--- config.mk ---
export PLATFORM = sky130hd
export DESIGN_NAME = vjtag_uart_bridge
export DESIGN_NICKNAME = d
export VERILOG_FILES = /design/src/rtl/vjtag_uart_pkg.sv /design/src/rtl/vjtag_uart_bridge_fifo.sv /design/src/rtl/vjtag_uart_bridge.sv
export SDC_FILE = /design/constraint.sdc
export NUM_CORES = 1
export LEC_CHECK = 0
export CORE_UTILIZATION = 50
export CTS_BUF_LIST = sky130_fd_sc_hd__clkbuf_16
export DETAILED_ROUTE_END_ITERATION = 10
export PLACE_DENSITY = 0.74
export SETUP_SLACK_MARGIN = 0.4
export SYNTH_ARGS = -nofsm -noshare
export SYNTH_HDL_FRONTEND = slang
export SYNTH_SLANG_ARGS = --single-unit
--- constraint.sdc ---
create_clock -name tck -period 3.28 [get_ports tck]
set_input_delay 0.492 -clock tck [delete_from_list [all_inputs] [get_ports tck]]
set_output_delay 0.492 -clock tck [all_outputs]
set_load 0.005 [all_outputs]
--- src/rtl/vjtag_uart_pkg.sv ---
// Shared definitions for the virtual-JTAG UART bridge.
//   - IR instruction codes (low two bits of the virtual IR)
//   - scan FSM state encoding
//   - bit positions of the fields in the STATUS capture word
package vjtag_uart_pkg;

    localparam logic [1:0] IR_BYPASS = 2'b00;
    localparam logic [1:0] IR_WRITE  = 2'b01;
    localparam logic [1:0] IR_READ   = 2'b10;
    localparam logic [1:0] IR_STATUS = 2'b11;

    typedef enum logic [1:0] {
        ST_IDLE  = 2'd0,
        ST_CAPT  = 2'd1,
        ST_SHIFT = 2'd2
    } vjtag_state_e;

    // STATUS word layout, LSB first on tdo: frame_err, rx_overflow, rx_level
    localparam int STAT_FERR_BIT = 0;
    localparam int STAT_OVF_BIT  = 1;
    localparam int STAT_LVL_LSB  = 2;

endpackage

--- src/rtl/vjtag_uart_bridge_fifo.sv ---
// vjtag_sync_fifo: first-word-fall-through synchronous FIFO.
// Ports:
//   clk, rst_n   clock, synchronous active-low reset (pointers/count only)
//   push, wdata  write request and data; accepted when not full or when a
//                pop happens on the same edge
//   pop          read request; ignored when empty
//   rdata        head word, forced to 0 while empty
//   full, empty  occupancy flags
//   level        number of stored words (DEPTH when full)
module vjtag_sync_fifo
    import vjtag_uart_pkg::*;
#(
    parameter int DATA_W = 8,
    parameter int DEPTH  = 4,
    parameter int LVL_W  = $clog2(DEPTH + 1)
) (
    input  logic              clk,
    input  logic              rst_n,
    input  logic              push,
    input  logic [DATA_W-1:0] wdata,
    input  logic              pop,
    output logic [DATA_W-1:0] rdata,
    output logic              full,
    output logic              empty,
    output logic [LVL_W-1:0]  level
);

    localparam int AW = (DEPTH > 1) ? $clog2(DEPTH) : 1;
    localparam logic [LVL_W-1:0] FULL_CNT = LVL_W'(DEPTH);

    logic [DATA_W-1:0] mem_q [DEPTH];
    logic [AW-1:0]     wr_ptr_q, wr_ptr_d;
    logic [AW-1:0]     rd_ptr_q, rd_ptr_d;
    logic [LVL_W-1:0]  cnt_q, cnt_d;
    logic              do_push, do_pop;

    assign empty   = (cnt_q == '0);
    assign full    = (cnt_q == FULL_CNT);
    assign level   = cnt_q;
    assign do_pop  = pop && !empty;
    // When full, a same-edge pop frees the slot the write pointer points at.
    assign do_push = push && (!full || do_pop);
    assign rdata   = empty ? '0 : mem_q[rd_ptr_q];

    always_comb begin
        wr_ptr_d = wr_ptr_q;
        rd_ptr_d = rd_ptr_q;
        cnt_d    = cnt_q;
        if (do_push) wr_ptr_d = wr_ptr_q + AW'(1);
        if (do_pop)  rd_ptr_d = rd_ptr_q + AW'(1);
        case ({do_push, do_pop})
            2'b10:   cnt_d = cnt_q + LVL_W'(1);
            2'b01:   cnt_d = cnt_q - LVL_W'(1);
            default: cnt_d = cnt_q;
        endcase
    end

    always_ff @(posedge clk) begin
        if (!rst_n) begin
            wr_ptr_q <= '0;
            rd_ptr_q <= '0;
            cnt_q    <= '0;
        end else begin
            wr_ptr_q <= wr_ptr_d;
            rd_ptr_q <= rd_ptr_d;
            cnt_q    <= cnt_d;
        end
    end

    // Storage carries no reset; rdata is masked while empty.
    always_ff @(posedge clk) begin
        if (do_push) mem_q[wr_ptr_q] <= wdata;
    end

endmodule

--- src/rtl/vjtag_uart_bridge.sv ---
// vjtag_uart_bridge: virtual-JTAG <-> word stream bridge in the tck domain.
// Host WRITE scans are deserialised into DATA_W-bit words and queued in an RX
// FIFO; READ scans serialise a TX word (valid flag first) back to the host.
// Optional feature macro: VJTAG_STATUS_EN (STATUS capture/clear of flags);
// when undefined, the STATUS instruction acts as BYPASS.
// Ports:
//   tck, rst_n                 clock, synchronous active-low reset
//   ir_in                      virtual IR (low two bits decoded)
//   tdi / tdo                  JTAG data in / out (tdo = sr[0])
//   v_cdr, v_sdr, v_udr        virtual capture/shift/update-DR strobes
//   rx_data/rx_valid/rx_ready  RX FIFO head, valid/ready handshake
//   tx_data/tx_valid/tx_ready  TX word offer; tx_ready pulses on consumption
//   rx_level                   RX FIFO occupancy
//   rx_overflow, frame_err     sticky error flags
module vjtag_uart_bridge
    import vjtag_uart_pkg::*;
#(
    parameter int DATA_W = 8,
    parameter int DEPTH  = 4,
    parameter int IR_W   = 2
) (
    input  logic                       tck,
    input  logic                       rst_n,
    input  logic [IR_W-1:0]            ir_in,
    input  logic                       tdi,
    output logic                       tdo,
    input  logic                       v_cdr,
    input  logic                       v_sdr,
    input  logic                       v_udr,
    output logic [DATA_W-1:0]          rx_data,
    output logic                       rx_valid,
    input  logic                       rx_ready,
    input  logic [DATA_W-1:0]          tx_data,
    input  logic                       tx_valid,
    output logic                       tx_ready,
    output logic [$clog2(DEPTH+1)-1:0] rx_level,
    output logic                       rx_overflow,
    output logic                       frame_err
);

    localparam int LVL_W = $clog2(DEPTH + 1);
    localparam int CNT_W = $clog2(DATA_W + 2);
    localparam logic [CNT_W-1:0] CNT_MAX  = CNT_W'(DATA_W + 1);
    localparam logic [CNT_W-1:0] CNT_WORD = CNT_W'(DATA_W);

    vjtag_state_e       state_q, state_d;
    logic [DATA_W:0]    sr_q, sr_d;
    logic [CNT_W-1:0]   bit_cnt_q, bit_cnt_d;
    logic               ovf_q, ovf_d;
    logic               ferr_q, ferr_d;

    logic [1:0]         ir_code;
    logic               commit, push_req, ovf_set, ferr_set, stat_clr;
    logic               fifo_full, fifo_empty;

    assign ir_code = ir_in[1:0];

    // Scan FSM: a capture strobe always restarts the scan.
    always_comb begin
        state_d = state_q;
        if (v_cdr) begin
            state_d = ST_CAPT;
        end else begin
            case (state_q)
                ST_CAPT: begin
                    if (v_sdr)      state_d = ST_SHIFT;
                    else if (v_udr) state_d = ST_IDLE;
                end
                ST_SHIFT: begin
                    if (v_udr) state_d = ST_IDLE;
                end
                default: state_d = state_q;
            endcase
        end
    end

`ifdef VJTAG_STATUS_EN
    logic [DATA_W:0] status_w;

    always_comb begin
        status_w = '0;
        status_w[STAT_FERR_BIT]              = ferr_q;
        status_w[STAT_OVF_BIT]               = ovf_q;
        status_w[STAT_LVL_LSB +: LVL_W]      = rx_level;
    end

    assign stat_clr = v_udr && (ir_code == IR_STATUS);
`else
    assign stat_clr = 1'b0;
`endif

    // Shift register: capture has priority over shift if both strobes appear.
    always_comb begin
        sr_d = sr_q;
        if (v_cdr) begin
            sr_d = '0;
            if (ir_code == IR_READ && tx_valid) sr_d = {tx_data, 1'b1};
`ifdef VJTAG_STATUS_EN
            if (ir_code == IR_STATUS) sr_d = status_w;
`endif
        end else if (v_sdr) begin
            sr_d = {tdi, sr_q[DATA_W:1]};
        end
    end

    // Bit counter saturates one past a full word so over-long frames stay detectable.
    always_comb begin
        bit_cnt_d = bit_cnt_q;
        if (v_cdr)                               bit_cnt_d = '0;
        else if (v_sdr && bit_cnt_q != CNT_MAX)  bit_cnt_d = bit_cnt_q + CNT_W'(1);
    end

    assign commit   = v_udr && (ir_code == IR_WRITE);
    assign push_req = commit && (bit_cnt_q == CNT_WORD);
    assign ferr_set = commit && (bit_cnt_q != CNT_WORD);
    assign ovf_set  = push_req && fifo_full && !(rx_ready && !fifo_empty);

    // Setting a flag wins over a simultaneous STATUS clear.
    always_comb begin
        ovf_d  = ovf_q;
        ferr_d = ferr_q;
        if (stat_clr) begin
            ovf_d  = 1'b0;
            ferr_d = 1'b0;
        end
        if (ovf_set)  ovf_d  = 1'b1;
        if (ferr_set) ferr_d = 1'b1;
    end

    always_ff @(posedge tck) begin
        if (!rst_n) begin
            state_q   <= ST_IDLE;
            sr_q      <= '0;
            bit_cnt_q <= '0;
            ovf_q     <= 1'b0;
            ferr_q    <= 1'b0;
        end else begin
            state_q   <= state_d;
            sr_q      <= sr_d;
            bit_cnt_q <= bit_cnt_d;
            ovf_q     <= ovf_d;
            ferr_q    <= ferr_d;
        end
    end

    vjtag_sync_fifo #(
        .DATA_W (DATA_W),
        .DEPTH  (DEPTH),
        .LVL_W  (LVL_W)
    ) u_rx_fifo (
        .clk   (tck),
        .rst_n (rst_n),
        .push  (push_req),
        .wdata (sr_q[DATA_W:1]),
        .pop   (rx_ready),
        .rdata (rx_data),
        .full  (fifo_full),
        .empty (fifo_empty),
        .level (rx_level)
    );

    assign rx_valid    = !fifo_empty;
    assign tdo         = sr_q[0];
    assign rx_overflow = ovf_q;
    assign frame_err   = ferr_q;
    // Consumed on the capture cycle itself, whether or not the host completes the scan.
    assign tx_ready    = rst_n && v_cdr && (ir_code == IR_READ) && tx_valid;

endmodule

== Word level (Yosys, flattened, before mapping) ==
Memories as Yosys holds them, arrays and structs flattened. A register that Yosys moved wholly into a read port is not among the register bits.
Cells that the tools add are included.

* Memory bits (writable): 32
* Output and inout bits: 16
* Bits in registers: 22
* Input bits: 18
* Memories: 1

{| class="wikitable"
|+ Memories
! name !! depth !! width !! rd ports !! clocked after Yosys merged registers in !! write ports !! RTL line !! RTL
|-
| u_rx_fifo.mem_q || 4 || 8 || 1 || 1 || 1 || vjtag_uart_bridge_fifo.sv:31 || <nowiki>logic [DATA_W-1:0] mem_q [DEPTH];</nowiki>
|}

* Add/subtract/negate cells: 5
* Reductions and logical operators: 20
* Equality and inequality tests: 8
* Multiplexer cells: 9
* Bitwise operators: 1

{| class="wikitable"
|+ Operators with widths
! cell !! number
|-
| $mux W9 || 3
|-
| $logic_and A1 B1 Y1 || 12
|-
| $mux W8 || 1
|-
| $ne A4 B4 Y1 const B || 2
|-
| $pmux W3 S2 || 1
|-
| $add A2 B1 Y2 const B || 2
|-
| $add A4 B1 Y4 const B || 1
|-
| $eq A2 B1 Y1 const B || 2
|-
| $eq A2 B2 Y1 const B || 2
|-
| $eq A4 B4 Y1 const B || 1
|-
| $mux W2 || 2
|-
| $reduce_bool A2 Y1 || 2
|-
| $add A3 B1 Y3 const B || 1
|-
| $eq A3 B3 Y1 const B || 1
|-
| $logic_not A1 Y1 || 3
|-
| $logic_not A3 Y1 || 1
|-
| $sub A3 B1 Y3 const B || 1
|-
| $mux W1 || 2
|-
| $reduce_or A2 Y1 || 1
|-
| $logic_or A1 B1 Y1 || 1
|-
| $not A1 Y1 || 1
|}

== Longest topological paths before layout ==
Gate-level depths: netlist of run 1.

* Depth in word-level cells: 7
* Gate-level depth with buffers: 9
* Gate-level depth less buffers: 9

== Modules after synthesis ==
From an unflattened synthesis of run 1, not the netlist that was laid out.

* Cells, all modules: 197
* Area, all modules: 2593.7 µm²

{| class="wikitable"
|+ Modules (own cells, without submodules)
! module !! times used !! area each (µm²) !! cells each
|-
| vjtag_sync_fifo || 1 || 1809.2 || 118
|-
| vjtag_uart_bridge || 1 || 784.5 || 79
|}

== Worst setup path before layout of run 1 ==
No wires, ideal clock.

* Kind: register to register
* Start: reg bit_cnt_q[0]
* End: reg u_rx_fifo.cnt_q[2], in the netlist u_rx_fifo.level[2]
* Data arrival time: 1.849 ns
* Setup slack: 1.307 ns
* Path buffers: 0
* Required time: 3.156 ns
* Period minus slack after synthesis: 1.973 ns
* Stages on the path, launching flop included: 10
* Cell sequence: dfxtp_1 inv_1 ha_1 and3b_2 a21oi_1 inv_1 fa_1 a21oi_1 a22oi_1 mux2i_1

* Word-level cells in the longest chain between the ends: 5
* Elaborated cells between the ends (all ways): 7
* Those cells by class: 3 x eq/ne; 1 x mux; 3 x reduce/logical

{| class="wikitable"
|+ Ends and longest elaborated chain
! item !! RTL line !! RTL
|-
| start, declared || vjtag_uart_bridge.sv:48 || <nowiki>logic [CNT_W-1:0] bit_cnt_q, bit_cnt_d;</nowiki>
|-
| start signal, assigned || vjtag_uart_bridge.sv:140 || <nowiki>bit_cnt_q <= bit_cnt_d;</nowiki>
|-
| $eq A4 B4 Y1 * || vjtag_uart_bridge.sv:114 || <nowiki>assign push_req = commit && (bit_cnt_q == CNT_WORD);</nowiki>
|-
| $logic_and A1 B1 Y1 * || vjtag_uart_bridge.sv:114 ||
|-
| $logic_and A1 B1 Y1 * || vjtag_uart_bridge_fifo.sv:42 || <nowiki>assign do_push = push && (!full || do_pop);</nowiki>
|-
| $eq A2 B1 Y1 / $eq A2 B2 Y1 (equally long branches) || vjtag_uart_bridge_fifo.sv:51 || <nowiki>case ({do_push, do_pop})</nowiki>
|-
| $pmux W3 S2 / $reduce_bool A2 Y1 (equally long branches) || -- ||
|-
| end signal, assigned || vjtag_uart_bridge_fifo.sv:66 || <nowiki>cnt_q <= cnt_d;</nowiki>
|-
| end, declared || vjtag_uart_bridge_fifo.sv:34 || <nowiki>logic [LVL_W-1:0] cnt_q, cnt_d;</nowiki>
|}

Every way passes the cells marked *; elsewhere a longest branch is shown, timed or not.
A chain may end at the register's enable or synchronous reset.

==> metrics, run 1 <==
outcome=finished, final reports clean; die area=0.00521 mm2; Seq/Total Area, Yosys=58.5%; Relative slew margins=63.8%; CP Data Arrival Time=2130 ps; Die X=72.2 um; Area Growth Syn to Fin=21.6%; syn_nets=218; Final min period=2620 ps; RSZ-0062 raised after global routing=false; Pwr Density=497 mW/mm2; Syn Inst Count=192; Setup crit end kind=primary output; Post-CTS Setup Inserts=0; n_diodes=0; pin count of the biggest net entering global routing=24; CTS tree=done; post-synth cell types=37; DR WL/cell=14.0 um; fin nets=251; FMAX=0.382 GHz; launching element type of the critical path=flip-flop; setup slack, reg-to-reg=1140 ps; Final Hold Viols=0; maxcap violations=0; vias in the first global route=1,351; register bit total from synthesis=56; Clock transition at path regs=70 ps; cells along the critical path=mux4_2 -> and2_1 -> clkdlybuf4s50_1; Clock Sinks=56; Synth top cells by count=edfxtp_1 (32), dfxtp_1 (24), a21oi_1 (19); CTS Buf Count=5; ranking of synthesized cells by area=edfxtp_1 (39%), dfxtp_1 (20%), mux4_2 (7.3%); Rows=25; Hold Path Sink=rx_overflow$_SDFFE_PN0P_; Initial Util=52.2%; Core Area=0.00472 mm2; DR DRC count=0; max incr delay on CP=660 ps; Hold WC Path Type=reg2reg; via-per-instance ratio=5.10; Resize count post-CTS=0; Vert. Die Dim=72.2 um; top-count cell post-synth=edfxtp_1; Finish-stage setup viols=0; reg2reg start=bit_cnt_q[0]$_SDFFE_PP0P_; final core utilization=63.4%; CP Max Fanout=8; EDFF count, synth=32; initial antenna violation count=0; HP Start=rx_overflow$_SDFFE_PN0P_; Worst Tran Pin Value=542 ps; drt pass-1 iters=4; H-tree levels=2; drt total wl=4100 um; first-pass GRT wire length=6760 um; critical path class=reg2out; Sum Neg Setup Slack=0 ps; Yosys warning total=0; Max clock buf depth=2; post-synth top area share=39.0%; worst hold path stage count=2; DRT iter0 DRCs=59; Total GRT Usage=17.6%; leakage dissipation=1.07 nW; Avg Inst Size Synth=12.8 um2; ys async rst share=0%; Slowest-stage cell, CP=dfxtp_1; total vias in the final route=1,495; GR Overflow Total=0; Detail Route Antenna Nets=0; Final period util=79.8%; HPWL after DPL=2820 um; Crit path required time=2790 ps; I/O Pins=34; Final GP Congestion=0.785; R2R Path End=u_rx_fifo.level[2]$_SDFFE_PN0P_; CTS Hold Buffers Added=0; share of layout cells above drive strength 1=13.7%; root buf cell=clkbuf_16; ys flop type=edfxtp_1; Clk Latency, worst-skew pair=290 ps; Reg2Reg Depth=9; peak supply drop=304 uV; I/O Buffers=33; Final Max Tran Viols=0; area leader, netlist=edfxtp_1; Synth Cell Area=0.00246 mm2; final worst clock skew=7.95 ps
==> layer usage <==
layer  global-route usage, %  wire, um  vias to the layer above
met2                    27.5      1940                       36
met4                    5.88        33                        0
met5                       0         0                        -
li1                        -         -                      746
met1                    23.8      1950                      711
met3                    5.14       179                        2
==> through the flow <==
| stage | instance area, um2 | std cells | power (mW) | setup WS, ps | hold WS (ps) |
|---|---|---|---|---|---|
| floorplan | 2460 | 192 | 0.907 | 1310 | 466 |
| global placement | 2850 | 285 | 0.989 | 741 | 481 |
| detailed placement | 2850 | 285 | 0.992 | 733 | 482 |
| CTS | 3000 | 293 | 1.50 | 586 | 502 |
| global route | 3000 | 293 | 1.55 | 516 | 519 |
| finish | 3000 | 293 | 1.49 | 662 | 493 |
==> power by group <==
part | internal, mW | leakage [nW] | switching, mW
combinational | 0.117 | 0.503 | 0.0709
sequential | 0.757 | 0.498 | 0.0284
clock | 0.282 | 0.0712 | 0.235
==> flip-flops by register name, indices dropped and copies added, names as in the netlist, named ones only <==
register / count
u_rx_fifo.rd_ptr_q: 2
bit_cnt_q: 4
frame_err: 1
u_rx_fifo.wr_ptr_q: 2
rx_overflow: 1
u_rx_fifo.level: 3
u_rx_fifo.mem_q: 32
sr_q: 9
==> critical path, delay by kind of cell (launching register included) <==
kind                   cells  cell delay [ps]
flip-flops                 1              660
buffers and inverters      1              430
AND/OR/NAND/NOR            1              170
multiplexers               1              580
==> kinds of logic after synthesis <==
| family | count (synthesis) | synth area share (%) |
|---|---|---|
| flops | 56 | 58.5 |
| simple gates | 55 | 14.4 |
| compound gates | 32 | 7.77 |
| buf+inv | 23 | 3.86 |
| mux | 12 | 8.94 |
| fa+ha+maj | 8 | 4.37 |
| xor+xnor | 6 | 2.13 |
==> cell type report <==
type / count / area (um2)
Fill cell: 378 / 1730
Sequential cell: 56 / 1440
Inverter: 14 / 52.6
Tap cell: 67 / 83.8
Timing Repair Buffer: 35 / 345
Multi-Input combinational cell: 113 / 927
Clock inverter: 3 / 20.0
Clock buffer: 5 / 125
==> cell usage in the layout, fill, tap and decap left out, types with 2 or more instances in the layout <==
cell type	Yosys	final
a21oi_1	19	19
and2_1	13	13
and2_2	4	4
and3b_2	2	2
buf_4	0	2
clkbuf_16	0	5
clkdlybuf4s50_1	0	33
dfxtp_1	24	24
edfxtp_1	32	32
ha_1	7	7
inv_1	14	15
mux2i_1	4	4
mux4_2	8	8
nand2_1	8	8
nand2b_1	3	3
nand3_1	2	2
nor2_1	9	9
nor2b_1	5	5
o211a_1	2	2
o21ai_0	6	6
xnor2_1	4	4
xor2_1	2	2
==> worst max path at each step <==
stage	startpoint	end	slack, ps
floorplan	bit_cnt_q[0]$_SDFFE_PP0P_	u_rx_fifo.level[2]$_SDFFE_PN0P_	1310
global placement	v_cdr	tx_ready	740
detailed placement	v_cdr	tx_ready	730
CTS	flip-flop	rx_data[7]	590
global route	flip-flop	rx_data[7]	520
finish	flip-flop	rx_data[7]	660
Power figures use the tool's default switching activity.
==> run 2: changes to the inputs <==
Clock period 3.28 ns to 2.65 ns, I/O delays scaled along.
==> run 2 against run 1 <==
Setup slack lost 200 ps. Clock-buffer cell count is the same. Clock power grew 23%. Wire length grew 5.1%. Power grew 26%. Utilization grew 1.7 points. Global-route usage grew 0.84 points. First-iteration DRC count grew 46%. Critical endpoint is now rx_data[0].
==> metrics, run 2 (same netlist as run 1, synthesis figures left out) <==
Core Area=0.00472 mm2 (unchanged); Clock transition at path regs=70 ps (about the same); Final Max Tran Viols=0 (unchanged); HPWL after DPL=2980 um (+5.4%); CTS Hold Buffers Added=0 (unchanged); RSZ-0062 raised after global routing=false; GR Overflow Total=0 (unchanged); Slowest-stage cell, CP=mux4_2; Fillers=345 (-8.7%); Finish-stage setup viols=0 (unchanged); Area Growth Syn to Fin=24.8%; Setup crit end kind=primary output; share of layout cells above drive strength 1=19.6% (+5.9 points); most common cell after layout, fill and taps aside=edfxtp_1; Worst path top cell family by delay=multiplexers; initial antenna violation count=0 (unchanged); max reg flops=32 (unchanged); pin count of the biggest net entering global routing=24 (unchanged); drt total wl=4310 um (+5.1%); n_diodes=0 (unchanged); I/O Buffers=33 (unchanged); CP bufs+invs=1 (unchanged); Worst Tran Pin Value=457 ps (-84.9 ps); FMAX=0.458 GHz; max incr delay on CP=510 ps (-150 ps); Total GRT Usage=18.5% (+0.84 points); most frequent cells in the layout=edfxtp_1 (32), clkdlybuf4s50_1 (27), dfxtp_1 (22); CTS tree=done; peak supply drop=363 uV (+19%); Crit path required time=2250 ps (-540 ps); Finished Layout Cells=302 (+3.1%); Die X=72.2 um (unchanged); CTS Buf Count=5 (unchanged); vias in the first global route=1,467 (+8.6%); Detail Route Antenna Nets=0 (unchanged); Pwr Density=609 mW/mm2 (+22%); Final period util=82.5%; final core utilization=65.1% (+1.7 points); cell area after layout=0.00307 mm2 (+2.6%); final worst clock skew=4.45 ps (-3.49 ps); I/O Pins=34 (unchanged); maxcap violations=0 (unchanged); leakage dissipation=1.14 nW (+6.7%); Placed Cells=288 (+1.1%); via-per-instance ratio=5.03 (-1.4%); fin nets=260 (+3.6%); Max clock buf depth=2 (unchanged); Final min period=2190 ps; DR WL/cell=14.3 um (+2.0%); critical path class=reg2out; CP Data Arrival Time=1790 ps (-340 ps); Total Power=1.87 mW (+26%); drt pass-1 iters=4 (unchanged); outcome=finished, final reports clean; Initial Util=52.2% (unchanged); launching element type of the critical path=flip-flop; H-tree levels=2 (unchanged); Rows=25 (unchanged); CP Max Fanout=4 (-4); first-pass GRT wire length=7100 um (+5.0%); total vias in the final route=1,520 (+1.7%); DRT iter0 DRCs=86 (+46%); Top Registers=u_rx_fifo.mem_q: 32 flops, sr_q: 9 flops, bit_cnt_q: 4 flops; Relative slew margins=69.4% (+5.6 points); root buf cell=clkbuf_16; Sum Neg Setup Slack=0 ps (unchanged); Final GP Congestion=0.762 (-3.0%); Clk Latency, worst-skew pair=290 ps (about the same); Final Hold Viols=0 (unchanged); Clock Sinks=56 (unchanged); Vert. Die Dim=72.2 um (unchanged); Hold WC Path Type=reg2reg; Setup WS post-layout=465 ps (-197 ps); cells along the critical path=mux4_2 -> and2_1 -> clkdlybuf4s50_1; DR DRC count=0 (unchanged); die area=0.00521 mm2 (unchanged); Placed Area=0.00287 mm2 (+0.79%); Top reg by flops=u_rx_fifo.mem_q; worst hold slack=505 ps (+12.1 ps); pre-CTS WS=307 ps (-426 ps)
run 2: changes by cell type in the layout (fill, tap and decap cells not counted), sizes merged:
cell	previous run	this run
clkinv	1	0
clkdlybuf4s50	33	27
clkinvlp	1	2
dlygate4sd2	0	6
buf	2	11
run 2: tightest hold or removal path, stage by stage (launching register included):
cell     delay (ps)
dfxtp_1         330
a31oi_1          40
nor2b_1         100
run 2: path summary, 6_finish.rpt:
kind | cells past startpoint | to | startpoint | slack [ps]
worst min-delay path | 2 | rx_overflow$_SDFFE_PN0P_ | rx_overflow$_SDFFE_PN0P_ | 510
worst max-delay path | 3 | rx_data[0] | flip-flop | 460
worst max register to register | 8 | u_rx_fifo.level[2]$_SDFFE_PN0P_ | bit_cnt_q[0]$_SDFFE_PP0P_ | 580
worst min register to register | 2 | rx_overflow$_SDFFE_PN0P_ | rx_overflow$_SDFFE_PN0P_ | 510
run 2: area by class of cell:
class / instances / area, um2 / share of cell area, %
Clock buffer: 5 / 125 / 4.07
Tap cell: 67 / 83.8 / 2.73
Sequential cell: 56 / 1450 / 47.0
Timing Repair Buffer: 44 / 409 / 13.3
Clock inverter: 3 / 18.8 / 0.611
Multi-Input combinational cell: 113 / 938 / 30.5
Inverter: 14 / 52.6 / 1.71
run 2: routing by layer:
layer	vias to the layer above	wire length (um)	global-route usage, %
met2	34	2020	29.6
met1	719	2080	24.1
met3	5	133	4.58
met5	-	0	0
met4	0	78	7.84
li1	762	-	-
run 2: timing repair:
action                     4_1_cts  5_1_grt
resized for setup               11        2
hold endpoints to repair         0        0
buffers inserted                 5        1
setup endpoints to repair        8        2
run 2: report_power, final:
part	internal [mW]	switching [mW]	total [mW]	leakage [nW]
Sequential	0.938	0.0300	0.968	0.499
Combinational	0.168	0.103	0.271	0.579
Clock	0.348	0.287	0.634	0.0662
Total	1.45	0.419	1.87	1.14
==> run 3: changes to the inputs <==
Settings changed: CORE_UTILIZATION 50 to 49, PLACE_DENSITY 0.74 to 0.75.
Clock period 2.65 ns to 1.96 ns, I/O delays scaled along.
==> run 3 against run 2 <==
Sequential cell count did not move. Utilization rose by 4.2 points. Combinational power rose by 76%. Critical path depth rose by 2. Cell count rose by 6.0%. Via count rose by 6.8%. Critical path type unchanged. Largest cell class unchanged.
==> metrics, run 3 (same netlist as run 1, synthesis figures left out) <==
Pwr Density=799 mW/mm2 (+31%); Core Area=0.00479 mm2 (+1.3%); first-pass GRT wire length=7690 um (+8.4%); n_diodes=0 (unchanged); outcome=finished, final reports clean; Setup crit end kind=primary output; Reg2Reg Depth=8 (unchanged); Finish-stage setup viols=0 (unchanged); DRT iter0 DRCs=104 (+21%); Fillers=349 (+1.2%); drt total wl=4700 um (+8.9%); max incr delay on CP=480 ps (-30 ps); total vias in the final route=1,624 (+6.8%); setup slack, reg-to-reg=220 ps (-360 ps); leakage dissipation=1.31 nW (+15%); Total GRT Usage=19.6% (+1.1 points); Placed Area=0.00299 mm2 (+3.9%); Die X=72.9 um (+0.98%); RSZ-0062 raised after global routing=true; Worst Tran Pin Value=323 ps (-134 ps); sequential power share=49.2% (-2.5 points); drt pass-1 iters=4 (unchanged); crit-path most repeated cell=buf_6; logic gate share of total power=18.0% (+3.5 points); Net Sw Power=614 uW (+46%); R2R Path End=u_rx_fifo.level[2]$_SDFFE_PN0P_; Final Max Tran Viols=0 (unchanged); vias in the first global route=1,582 (+7.8%); CTS tree=done; reg2reg start=bit_cnt_q[0]$_SDFFE_PP0P_; HP Start=rx_overflow$_SDFFE_PN0P_; CP Max Fanout=4 (unchanged); final worst clock skew=4.92 ps (+0.469 ps); maxcap violations=0 (unchanged); Detail Route Antenna Nets=0 (unchanged); fin nets=278 (+6.9%); Hold WC Path Type=reg2reg; H-tree levels=2 (unchanged); P_int=2.04 mW (+40%); pin count of the biggest net entering global routing=24 (unchanged); Placed Cells=298 (+3.5%); Final GP Congestion=0.765 (+0.45%); Sum Neg Setup Slack=0 ps (unchanged); share of layout cells above drive strength 1=34.8% (+15 points); critical path class=reg2out; multi-input logic area=0.00101 mm2 (+7.6%); Max clock buf depth=2 (unchanged); Vert. Die Dim=72.9 um (+0.98%); CTS Hold Buffers Added=0 (unchanged); I/O Pins=34 (unchanged); Switching Share=23.2% (+0.76 points); GR Overflow Total=0 (unchanged); cells along the critical path=buf_6 -> buf_6 -> mux4_2 -> and2_4 -> buf_6; Worst path top cell family by delay=multiplexers; Final Hold Viols=0 (unchanged); CP Data Arrival Time=1600 ps (-190 ps); I/O Buffers=33 (unchanged); DR WL/cell=14.7 um (+2.8%); Clk Latency, worst-skew pair=290 ps (about the same); Setup WS post-layout=70.9 ps (-394 ps); peak supply drop=522 uV (+44%); worst hold path stage count=2 (unchanged); final core utilization=69.3% (+4.2 points); cell area after layout=0.00332 mm2 (+7.9%); Final min period=1890 ps; CTS Buf Count=5 (unchanged); Top reg by flops=u_rx_fifo.mem_q; pre-CTS WS=-38.9 ps (-346 ps); via-per-instance ratio=5.08 (+0.83%); Area Growth Syn to Fin=34.6%; Finished Layout Cells=320 (+6.0%); die area=0.00532 mm2 (+2.0%); Slowest-stage cell, CP=mux4_2; HPWL after DPL=3080 um (+3.4%); max reg flops=32 (unchanged); most frequent cells in the layout=edfxtp_1 (32), buf_4 (20), dfxtp_1 (18), clkdlybuf4s50_1 (18), a21oi_1 (17); CP bufs+invs=3 (+2); initial antenna violation count=0 (unchanged); Clock Sinks=56 (unchanged); Top Registers=u_rx_fifo.mem_q: 32 flops, sr_q: 9 flops, bit_cnt_q: 4 flops; DR DRC count=0 (unchanged); Relative slew margins=78.3% (+8.9 points); register area=0.00145 mm2 (+0.35%); Initial Util=51.5% (-0.68 points); root buf cell=clkbuf_16; Final period util=96.4%; Hold Path Sink=rx_overflow$_SDFFE_PN0P_; FMAX=0.529 GHz; Rows=25 (unchanged); launching element type of the critical path=flip-flop; Clock transition at path regs=70 ps (about the same); Crit path required time=1670 ps (-580 ps); Clk network pwr share=32.8% (-1.1 points); most common cell after layout, fill and taps aside=edfxtp_1
run 3: cell types whose count changed in the layout (fill, tap and decap cells not counted), moves of 5 or more:
cell / before / now
buf_2: 0 / 5
buf_6: 1 / 13
and2_4: 1 / 9
clkdlybuf4s50_1: 27 / 18
buf_4: 10 / 20
run 3: power groups by stage:
| stage | combinational, mW | sequential (mW) | clock (mW) |
|---|---|---|---|
| after detailed placement | 0.399 | 1.32 | 0 |
| final | 0.477 | 1.30 | 0.870 |
| after CTS | 0.456 | 1.30 | 0.898 |
| after global routing | 0.519 | 1.31 | 0.947 |
| after floorplan | 0.214 | 1.32 | 0 |
| after global placement | 0.392 | 1.32 | 0 |
run 3: what timing repair did:
item	CTS	global route
setup endpoints to repair	46	50
gates cloned	0	0
setup buffers	13	1
gates resized for setup	57	14
pin swaps	20	9
run 3: final cells by class:
cell class                 count  area share [%]
clock buffer                   5            3.77
clock inverter                 3           0.642
inverter                      14            1.66
multi-input combinational    113            30.5
sequential                    56            43.8
tap                           67            2.53
timing repair buffer          62            17.2
run 3: stage by stage:
stage               total power [mW]  hold WS (ps)
floorplan                       1.53           445
global placement                1.71           476
detailed placement              1.72           482
CTS                             2.66           514
global route                    2.77           543
finish                          2.65           512
run 3: how the worst max path moves through the flow:
| stage | from | slack, ps | cells past startpoint | to |
|---|---|---|---|---|
| 3_5_place_dp | ir_in[1] | -40 | 7 | u_rx_fifo.level[2]$_SDFFE_PN0P_ |
| 3_3_place_gp | ir_in[1] | -10 | 7 | u_rx_fifo.level[2]$_SDFFE_PN0P_ |
| 4_1_cts | flip-flop | 60 | 5 | rx_data[1] |
| 5_1_grt | flip-flop | 10 | 5 | rx_data[5] |
| 2_1_floorplan | bit_cnt_q[0]$_SDFFE_PP0P_ | 190 | 9 | u_rx_fifo.level[2]$_SDFFE_PN0P_ |
| 6_report | flip-flop | 70 | 5 | rx_data[5] |
run 3: tightest hold or removal path, cell delays in order, from the launching register on:
cell and delay (ps):
dfxtp_1 340, a31oi_1 50, nor2b_1 90
run 3: routing by layer:
| metal | vias to the layer above | routed length, um | global-route usage, % |
|---|---|---|---|
| li1 | 801 | - | - |
| met1 | 785 | 2100 | 25.8 |
| met3 | 4 | 143 | 4.56 |
| met4 | 0 | 48 | 4.58 |
| met2 | 34 | 2410 | 33.0 |
| met5 | - | 0 | 0 |
